==> config.mk <==
export PLATFORM = sky130hd
export DESIGN_NAME = ltc2333_sequencer
export DESIGN_NICKNAME = d
export VERILOG_FILES = /design/src/rtl/ltc2333_sequencer.sv
export SDC_FILE = /design/constraint.sdc
export NUM_CORES = 1
export LEC_CHECK = 0
export CAP_MARGIN = 20
export CORE_ASPECT_RATIO = 2
export CORE_UTILIZATION = 35
export CTS_CLUSTER_DIAMETER = 200
export CTS_CLUSTER_SIZE = 30
export DETAILED_ROUTE_END_ITERATION = 12
export GPL_ROUTABILITY_DRIVEN = 0
export GPL_TIMING_DRIVEN = 1
export PLACE_DENSITY = 0.54
export SYNTH_ARGS = -nofsm -noshare
export SYNTH_HDL_FRONTEND = slang
export SYNTH_SLANG_ARGS = --single-unit
==> constraint.sdc <==
create_clock -name clk -period 3.4 [get_ports clk]
set_input_delay 0.68 -clock clk [delete_from_list [all_inputs] [get_ports clk]]
set_output_delay 0.68 -clock clk [all_outputs]
set_load 0.05 [all_outputs]
==> src/rtl/ltc2333_sequencer.sv <==
// ltc2333_sequencer: slot-table conversion scheduler for the LTC2333 write engine with readout tagging.
// Optional LTC2333_SEQ_OVERRUN_COUNT_EN enables the saturating overrun_cnt counter.
module ltc2333_sequencer #(
    parameter int NUM_SLOTS    = 16,
    parameter int CW_WIDTH     = 8,
    parameter int PERIOD_WIDTH = 16,
    parameter int MIN_PERIOD   = 32,
    localparam int AW = $clog2(NUM_SLOTS),
    localparam int LW = AW + 1
) (
    input  logic                    clk,
    input  logic                    areset,
    input  logic                    enable,
    input  logic [PERIOD_WIDTH-1:0] period,
    input  logic [LW-1:0]           seq_len,
    input  logic                    cfg_we,
    input  logic [AW-1:0]           cfg_addr,
    input  logic [CW_WIDTH-1:0]     cfg_wdata,
    output logic                    cmd_valid,
    output logic [CW_WIDTH-1:0]     cmd_word,
    input  logic                    cmd_ready,
    input  logic                    cmd_done,
    output logic                    tag_valid,
    output logic [AW-1:0]           tag_slot,
    output logic                    active,
    output logic                    overrun,
    input  logic                    overrun_clr,
    output logic [15:0]             overrun_cnt
);
    typedef enum logic [1:0] {IDLE, WAIT_TICK, ISSUE, WAIT_DONE} state_t;
    state_t                  state_q;
    logic [CW_WIDTH-1:0]     tbl_q [NUM_SLOTS];
    logic [CW_WIDTH-1:0]     cmd_word_q;
    logic [AW-1:0]           idx_q, issued_q, prev_slot_q, tag_slot_q, idx_d;
    logic [LW-1:0]           len_q, len_d;
    logic [PERIOD_WIDTH-1:0] per_q, per_d, timer_q;
    logic                    prev_valid_q, cmd_valid_q, tag_valid_q, overrun_q;
    logic                    tick, drop, wrap;
    always_comb begin
        len_d = seq_len == '0 ? LW'(1) : seq_len > LW'(NUM_SLOTS) ? LW'(NUM_SLOTS) : seq_len;
        per_d = period < PERIOD_WIDTH'(MIN_PERIOD) ? PERIOD_WIDTH'(MIN_PERIOD) : period;
        tick  = state_q != IDLE && timer_q == '0;
        drop  = tick && (state_q == ISSUE || state_q == WAIT_DONE);
        wrap  = {1'b0, idx_q} == len_q - LW'(1);
        idx_d = wrap ? '0 : idx_q + AW'(1);
    end
    // Table has no reset; a write racing a read leaves the old word in cmd_word_q.
    always_ff @(posedge clk)
        if (cfg_we) tbl_q[cfg_addr] <= cfg_wdata;
    always_ff @(posedge clk or posedge areset) begin
        if (areset) begin
            state_q      <= IDLE;
            cmd_word_q   <= '0;
            idx_q        <= '0;
            issued_q     <= '0;
            prev_slot_q  <= '0;
            tag_slot_q   <= '0;
            len_q        <= LW'(1);
            per_q        <= '0;
            timer_q      <= '0;
            prev_valid_q <= 1'b0;
            cmd_valid_q  <= 1'b0;
            tag_valid_q  <= 1'b0;
            overrun_q    <= 1'b0;
        end else begin
            tag_valid_q <= 1'b0;
            overrun_q   <= drop ? 1'b1 : overrun_clr ? 1'b0 : overrun_q;
            // Timer free-runs outside IDLE so ticks stay on a fixed grid.
            timer_q     <= state_q == IDLE ? (enable ? per_d - 1'b1 : '0)
                         : tick ? per_q - 1'b1 : timer_q - 1'b1;
            case (state_q)
                IDLE: if (enable) begin
                    state_q <= WAIT_TICK;
                    len_q   <= len_d;
                    per_q   <= per_d;
                end
                WAIT_TICK: if (!enable) begin
                    state_q      <= IDLE;
                    idx_q        <= '0;
                    prev_valid_q <= 1'b0;
                end else if (tick) begin
                    state_q     <= ISSUE;
                    cmd_word_q  <= tbl_q[idx_q];
                    cmd_valid_q <= 1'b1;
                end
                ISSUE: if (cmd_ready) begin
                    state_q     <= WAIT_DONE;
                    cmd_valid_q <= 1'b0;
                    issued_q    <= idx_q;
                    idx_q       <= idx_d;
                    if (wrap) begin
                        len_q <= len_d;
                        per_q <= per_d;
                    end
                end
                WAIT_DONE: if (cmd_done) begin
                    tag_valid_q  <= prev_valid_q;
                    tag_slot_q   <= prev_slot_q;
                    prev_slot_q  <= issued_q;
                    prev_valid_q <= enable;
                    state_q      <= enable ? WAIT_TICK : IDLE;
                    if (!enable) idx_q <= '0;
                end
                default: state_q <= IDLE;
            endcase
        end
    end
`ifdef LTC2333_SEQ_OVERRUN_COUNT_EN
    logic [15:0] cnt_q, cnt_base, cnt_d;
    always_comb begin
        cnt_base = overrun_clr ? '0 : cnt_q;
        cnt_d    = cnt_base + 16'(drop && cnt_base != '1);
    end
    always_ff @(posedge clk or posedge areset)
        if (areset) cnt_q <= '0;
        else cnt_q <= cnt_d;
    assign overrun_cnt = cnt_q;
`else
    assign overrun_cnt = '0;
`endif
    assign cmd_valid = cmd_valid_q;
    assign cmd_word  = cmd_word_q;
    assign tag_valid = tag_valid_q;
    assign tag_slot  = tag_slot_q;
    assign active    = state_q != IDLE;
    assign overrun   = overrun_q;
endmodule
==> results.yml, run 1 <==
critical_path:
  cp_max_fo: 8
  startpoint_type: "flip-flop"
  slowest_delay_ns: 0.58
  crit_family: "simple AND/OR/NAND/NOR gates"
  crit_buf_inv: 0
  critical_path_class: "flip-flop to flip-flop"
  crit_chain: "or4_4, nor4_1, and2_1, a21oi_1, ha_1, nand2_1, a31oi_1, and4_1, o32ai_1"
  critPathSlowestCell: "or4_4"
  cp.arrival_ns: 3.46
  end_kind: "flip-flop"
  crit_required_ns: 3.73
global_routing:
  gr-total-overflow: 0
  grt_pass1_wl_microns: 34100
  grt_max_degree: 37
  track_usage: 0.184
  first_global_vias: 5921
  antenna_found_initial: 0
min_path:
  min_path_type: "flip-flop to flip-flop"
sta:
  worstMarginPinSlew_ns: 0.908
  fin_crit_ns: 3.13
  hold_violations: 0
  rsz0062_at_grt: "no"
  skew_ns: 0.00706
  slew_headroom: 0.392
  fin_crit_sh: 0.921
  report.final.slew_viol_count: 0
  setup_viol: 0
  fin_setup_tns_ns: 0
  max_freq_ghz: 0.319
  timing.final.ws_setup_ns: 0.269
drt:
  drc_errors: 0
  viasPerCell: 5.30
  drtPass1Iterations: 7
  vias: 5484
  drt_iter0_markers: 369
  wl_microns: 22300
  wl_per_cell_microns: 21.5
  ant_nets: 0
clocking:
  clock-sinks: 195
  ctsResizeCount: 0
  path_clk_slew_ns: 0.07
  cts_max_path_buffers: 2
  cts_setup_buffers: 0
  cts_hold_buf: 0
  cts-root-buf: "clkbuf_16"
  cts_tree: "yes"
  cts_buffers: 17
  clk_latency_ns: 0.43
  cts-htree-levels: 4
finish:
  antenna_cells: 0
  stdcell_count: 1034
  num-fill-cells: 2297
  fin_nets: 731
  drive_above_1_share: 0.245
  area_growth_pct: 19.4
logic_synthesis:
  synthAdderAreaFrac: 0.00566
  synth_area_sq_um: 8850
  synth_cell_types: 66
  synth_ff_type: "edfxtp_1"
  syn_avg_cell_area_sq_um: 15.0
  synth_edf_count: 128
  synth_top_family_by_area: "multiplexers"
  ys_ff_latch: 195
  synth_warnings: 0
  synthSimpleGateAreaFrac: 0.0932
  ys_seq_area_frac: 0.624
  synth.mux.area_fraction: 0.162
  synth-xor-area-share: 0.0208
  synthArstFlopShare: 0.344
  synthCells: 590
  synth-compound-area-share: 0.0617
die:
  die_width_microns: 114
  dieHeight_microns: 227
  io_pins: 72
  dieArea_sq_um: 26000
  rows: 82
  start_util: 0.355
  core_area_sq_um: 24900
placed_design:
  post-place-ws_ns: 0.0105
  io_buffers: 55
  dp_hpwl_microns: 16700
  dp_cells: 1004
power_and_ir_drop:
  p_per_area_nw_per_um2: 515
  leakagePower_nw: 3.79
  ir_drop_uv: 363
  finalPower_w: 0.00544
job:
  drv_cap: 0
run_status:
  outcome: "finished, final reports clean"
==> cells in the mapped netlist, types with 4 or more instances <==
cell,number,area share
buf_2,8,0.0045
nand2b_1,8,0.0057
edfxtp_1,128,0.43
clkbuf_1,11,0.0047
mux2i_1,9,0.010
nand3b_1,4,0.0034
nor3_1,17,0.0096
mux2_2,29,0.037
mux4_2,40,0.10
ha_1,4,0.0057
or3_1,7,0.0049
inv_1,12,0.0051
nand3_1,13,0.0074
nand2_1,26,0.011
xor2_1,12,0.012
buf_4,18,0.015
a22o_1,4,0.0040
o22ai_1,4,0.0028
a31oi_1,13,0.0092
dfrtp_1,66,0.19
nor2_1,35,0.015
a21oi_1,12,0.0068
mux2_4,8,0.014
o21ai_0,11,0.0062
nand4_1,5,0.0035
nor4_1,10,0.0071
a311oi_1,6,0.0059
xnor2_1,9,0.0089
and2_1,4,0.0028
==> cell families (layout without fill, tap and decap cells) <==
kind of cell,count (synthesis),in the layout
AOI/OAI and AO/OA,78,78
xor gates and xnor gates,21,21
adders and majority gates,4,4
buffers and inverters,52,145
DFF,195,195
muxes,86,86
other,1,16
and+or+nand+nor,153,153
==> cells in the final DEF, fill, tap and decap left out, drive strengths merged, types with 18 or more instances in the layout <==
cell type      count
dfrtp             66
nand2             26
clkdlybuf4s50     55
nor3              18
clkbuf            19
buf               48
edfxtp           128
nor2              36
mux4              40
mux2              37
==> path summary, 6_finish.rpt <==
| path | endpoint | from | cells past startpoint | slack (ns) |
|---|---|---|---|---|
| hold reg to reg | cmd_valid | cmd_valid | 2 | 0.50 |
| max in group asynchronous | per_q[11] | areset | 3 | 2.11 |
| min in group asynchronous | timer_q[2] | areset | 2 | 0.57 |
| setup reg to reg | timer_q[14] | timer_q[4] | 9 | 0.27 |
| hold / removal | cmd_valid | cmd_valid | 2 | 0.50 |
| setup / recovery | timer_q[14] | timer_q[4] | 9 | 0.27 |
==> per-stage QoR <==
stage	cell area [sq um]	hold WS (ns)	util
after floorplan	8900	0.466	-
after global placement	10000	0.472	0.401
after detailed placement	10000	0.489	0.402
after CTS	10600	0.505	0.424
after global routing	10600	0.523	0.424
final	10600	0.498	0.424
==> power breakdown <==
part | total (W) | leakage (nW) | internal (W) | switching (W)
registers | 0.00280 | 2.02 | 0.00267 | 0.000136
clock network | 0.00188 | 0.265 | 0.00101 | 0.000870
logic | 0.000755 | 1.51 | 0.000316 | 0.000439
total | 0.00544 | 3.79 | 0.00399 | 0.00145
==> registers in the layout (all words and copies together) (netlist names), named ones only <==
signal / count
state_q: 1
timer_q: 16
tag_slot: 4
prev_slot_q: 4
len_q: 5
idx_q: 4
overrun: 1
per_q: 16
tag_valid: 1
prev_valid_q: 1
issued_q: 4
tbl_q: 128
cmd_word: 8
cmd_valid: 1
==> final cells by class <==
class / count / area [sq um] / area share
tap: 336 / 420 / 0.0398
clock buffer: 19 / 433 / 0.0410
clock inverter: 11 / 108 / 0.0102
timing repair buffer: 103 / 918 / 0.0869
multi-input combinational: 358 / 3120 / 0.295
sequential: 195 / 5520 / 0.523
inverter: 12 / 45.0 / 0.00426
==> layer usage <==
metal | track usage | wire [microns] | up-vias
li1 | - | - | 2458
met1 | 0.170 | 7230 | 2755
met2 | 0.362 | 13100 | 209
met3 | 0.0342 | 788 | 62
met4 | 0.110 | 1120 | 0
met5 | 0 | 0 | -
==> worst reg2reg max path, delay by kind of cell (launching register included) <==
kind / cells / cell delay (ns)
AO/OA/AOI/OAI: 3 / 0.57
flip-flops: 1 / 0.47
AND/OR/NAND/NOR: 5 / 1.73
adder cells (fa/ha/maj): 1 / 0.25
No activity file was read; power rests on OpenSTA's default activity.
==> run 2: changes to the inputs <==
--- a/config.mk
+++ b/config.mk
@@ -11,7 +11,7 @@
 export CTS_CLUSTER_DIAMETER = 200
 export CTS_CLUSTER_SIZE = 30
 export DETAILED_ROUTE_END_ITERATION = 12
-export GPL_ROUTABILITY_DRIVEN = 0
+export GPL_ROUTABILITY_DRIVEN = 1
 export GPL_TIMING_DRIVEN = 1
 export PLACE_DENSITY = 0.54
 export SYNTH_ARGS = -nofsm -noshare
==> run 2 against run 1 <==
  * Fmax grew 7.0%
  * Final cell count grew 0.58%
  * Core utilization grew 0.47 points
  * Clock skew hardly changed
  * Critical endpoint is now timer_q[12]
  * Largest power group unchanged
==> results.yml, run 2 (synthesis gave the netlist of run 1 again) <==
clocking:
  clk_latency_ns: 0.44
  clock-sinks: 195
  cts_setup_buffers: 0
  cts_tree: "yes"
  cts-root-buf: "clkbuf_16"
  ctsResizeCount: 0
  cts-htree-levels: 4
  cts_max_path_buffers: 2
  cts_buffers: 17
  path_clk_slew_ns: 0.07
  cts_hold_buf: 0
finish:
  drive_above_1_share: 0.253
  regMostFlops: "tbl_q"
  stdcell_area_sq_um: 10700
  antenna_cells: 0
  top_regs: "tbl_q x128, per_q x16, timer_q x16"
  final_cell_mix: "128 x edfxtp_1, 65 x dfrtp_1, 55 x clkdlybuf4s50_1"
  fin_nets: 736
  largest_register_ffs: 128
  mostFrequentLayoutCell: "edfxtp_1"
  area_growth_pct: 20.7
die:
  io_pins: 72
  rows: 82
  dieHeight_microns: 227
  start_util: 0.355
  die_width_microns: 114
  dieArea_sq_um: 26000
  core_area_sq_um: 24900
min_path:
  min_path_type: "flip-flop to flip-flop"
job:
  drv_cap: 0
sta:
  hold_violations: 0
  rsz0062_at_grt: "no"
  max_freq_ghz: 0.342
  fin_crit_ns: 2.93
  fin_crit_sh: 0.861
  fin_setup_tns_ns: 0
  skew_ns: 0.00744
  worstMarginPinSlew_ns: 0.916
  slew_headroom: 0.387
  setup_viol: 0
  report.final.slew_viol_count: 0
placed_design:
  place.gp.congestion: 0.955
  dp_hpwl_microns: 17200
  io_buffers: 55
  dpl_cell_area_sq_um: 10100
power_and_ir_drop:
  leakagePower_nw: 3.84
  seqPwrFrac: 0.500
  clkPwrFrac: 0.363
  p_per_area_nw_per_um2: 526
  p_comb_frac: 0.137
  ir_drop_uv: 438
  power_switching_w: 0.00152
  p_sw_frac: 0.270
  internal_power_w: 0.00410
drt:
  wl_microns: 22700
  viasPerCell: 5.20
  drc_errors: 0
  drt_iter0_markers: 269
  vias: 5408
  drtPass1Iterations: 4
  ant_nets: 0
  wl_per_cell_microns: 21.8
run_status:
  outcome: "finished, final reports clean"
critical_path:
  cp_max_fo: 8
  crit_required_ns: 3.74
  critical_path_class: "flip-flop to flip-flop"
  crit_chain: "or4_4, nor4_1, and2_1, a21oi_1, ha_1, nand2_1, a31oi_1, and4_1, o32ai_1"
  startpoint_type: "flip-flop"
  cp.arrival_ns: 3.27
  critPathSlowestCell: "or4_4"
  end_kind: "flip-flop"
  slowest_delay_ns: 0.58
global_routing:
  first_global_vias: 5912
  grt_pass1_wl_microns: 34500
  grt_max_degree: 37
  track_usage: 0.187
  gr-total-overflow: 0
  antenna_found_initial: 0
==> run 2: cell types whose count changed in the layout (fill, tap and decap cells not counted), moves of 2 or more <==
cell / change
buf_4: +4
clkbuf_1: -2
clkinv_2: -3
clkinv_4: -3
clkinvlp_4: +2
inv_6: +3
==> run 2: stage by stage <==
stage | setup WS [ns] | utilization | total power [W] | hold WS, ns | instances
floorplan | 0.566 | - | 0.00330 | 0.466 | 605
global placement | 0.162 | 0.403 | 0.00361 | 0.475 | 1008
detailed placement | 0.0617 | 0.404 | 0.00362 | 0.485 | 1009
CTS | 0.524 | 0.428 | 0.00566 | 0.503 | 1040
global route | 0.280 | 0.428 | 0.00581 | 0.519 | 1040
finish | 0.474 | 0.428 | 0.00561 | 0.490 | 1040
==> run 2: power groups by stage <==
| stage | clock network (W) | registers, W | logic, W |
|---|---|---|---|
| final | 0.00204 | 0.00280 | 0.000771 |
| after global routing | 0.00217 | 0.00282 | 0.000829 |
| after CTS | 0.00208 | 0.00280 | 0.000776 |
| after detailed placement | 0 | 0.00285 | 0.000775 |
| after global placement | 0 | 0.00285 | 0.000759 |
| after floorplan | 0 | 0.00284 | 0.000460 |
==> run 2: layout make-up <==
type,instances,area (sq um)
Fill cell,2300,14300
Sequential cell,195,5520
Multi-Input combinational cell,358,3120
Timing Repair Buffer,108,981
Clock buffer,17,425
Tap cell,336,420
Clock inverter,14,169
Inverter,12,45.0
==> run 2: worst max-delay path: cells and delay by family (launching register included) <==
family                     cells  cell delay [ns]
and+or+nand+nor                5             1.61
AOI/OAI and AO/OA              3             0.51
DFF                            1             0.48
adders and majority gates      1             0.23
==> run 2: worst paths after layout <==
kind / cells past startpoint / slack [ns] / to / start
hold / removal: 2 / 0.49 / cmd_valid / cmd_valid
min in group asynchronous: 2 / 0.66 / prev_slot_q[1] / areset
setup reg to reg: 9 / 0.47 / timer_q[12] / timer_q[4]
max in group asynchronous: 3 / 2.02 / timer_q[13] / areset
hold reg to reg: 2 / 0.49 / cmd_valid / cmd_valid
setup / recovery: 9 / 0.47 / timer_q[12] / timer_q[4]
==> run 2: routing by layer <==
metal,GRT usage,wire (microns)
met4,0.0980,846
met5,0,0
met2,0.377,13800
met3,0.0334,528
met1,0.172,7530
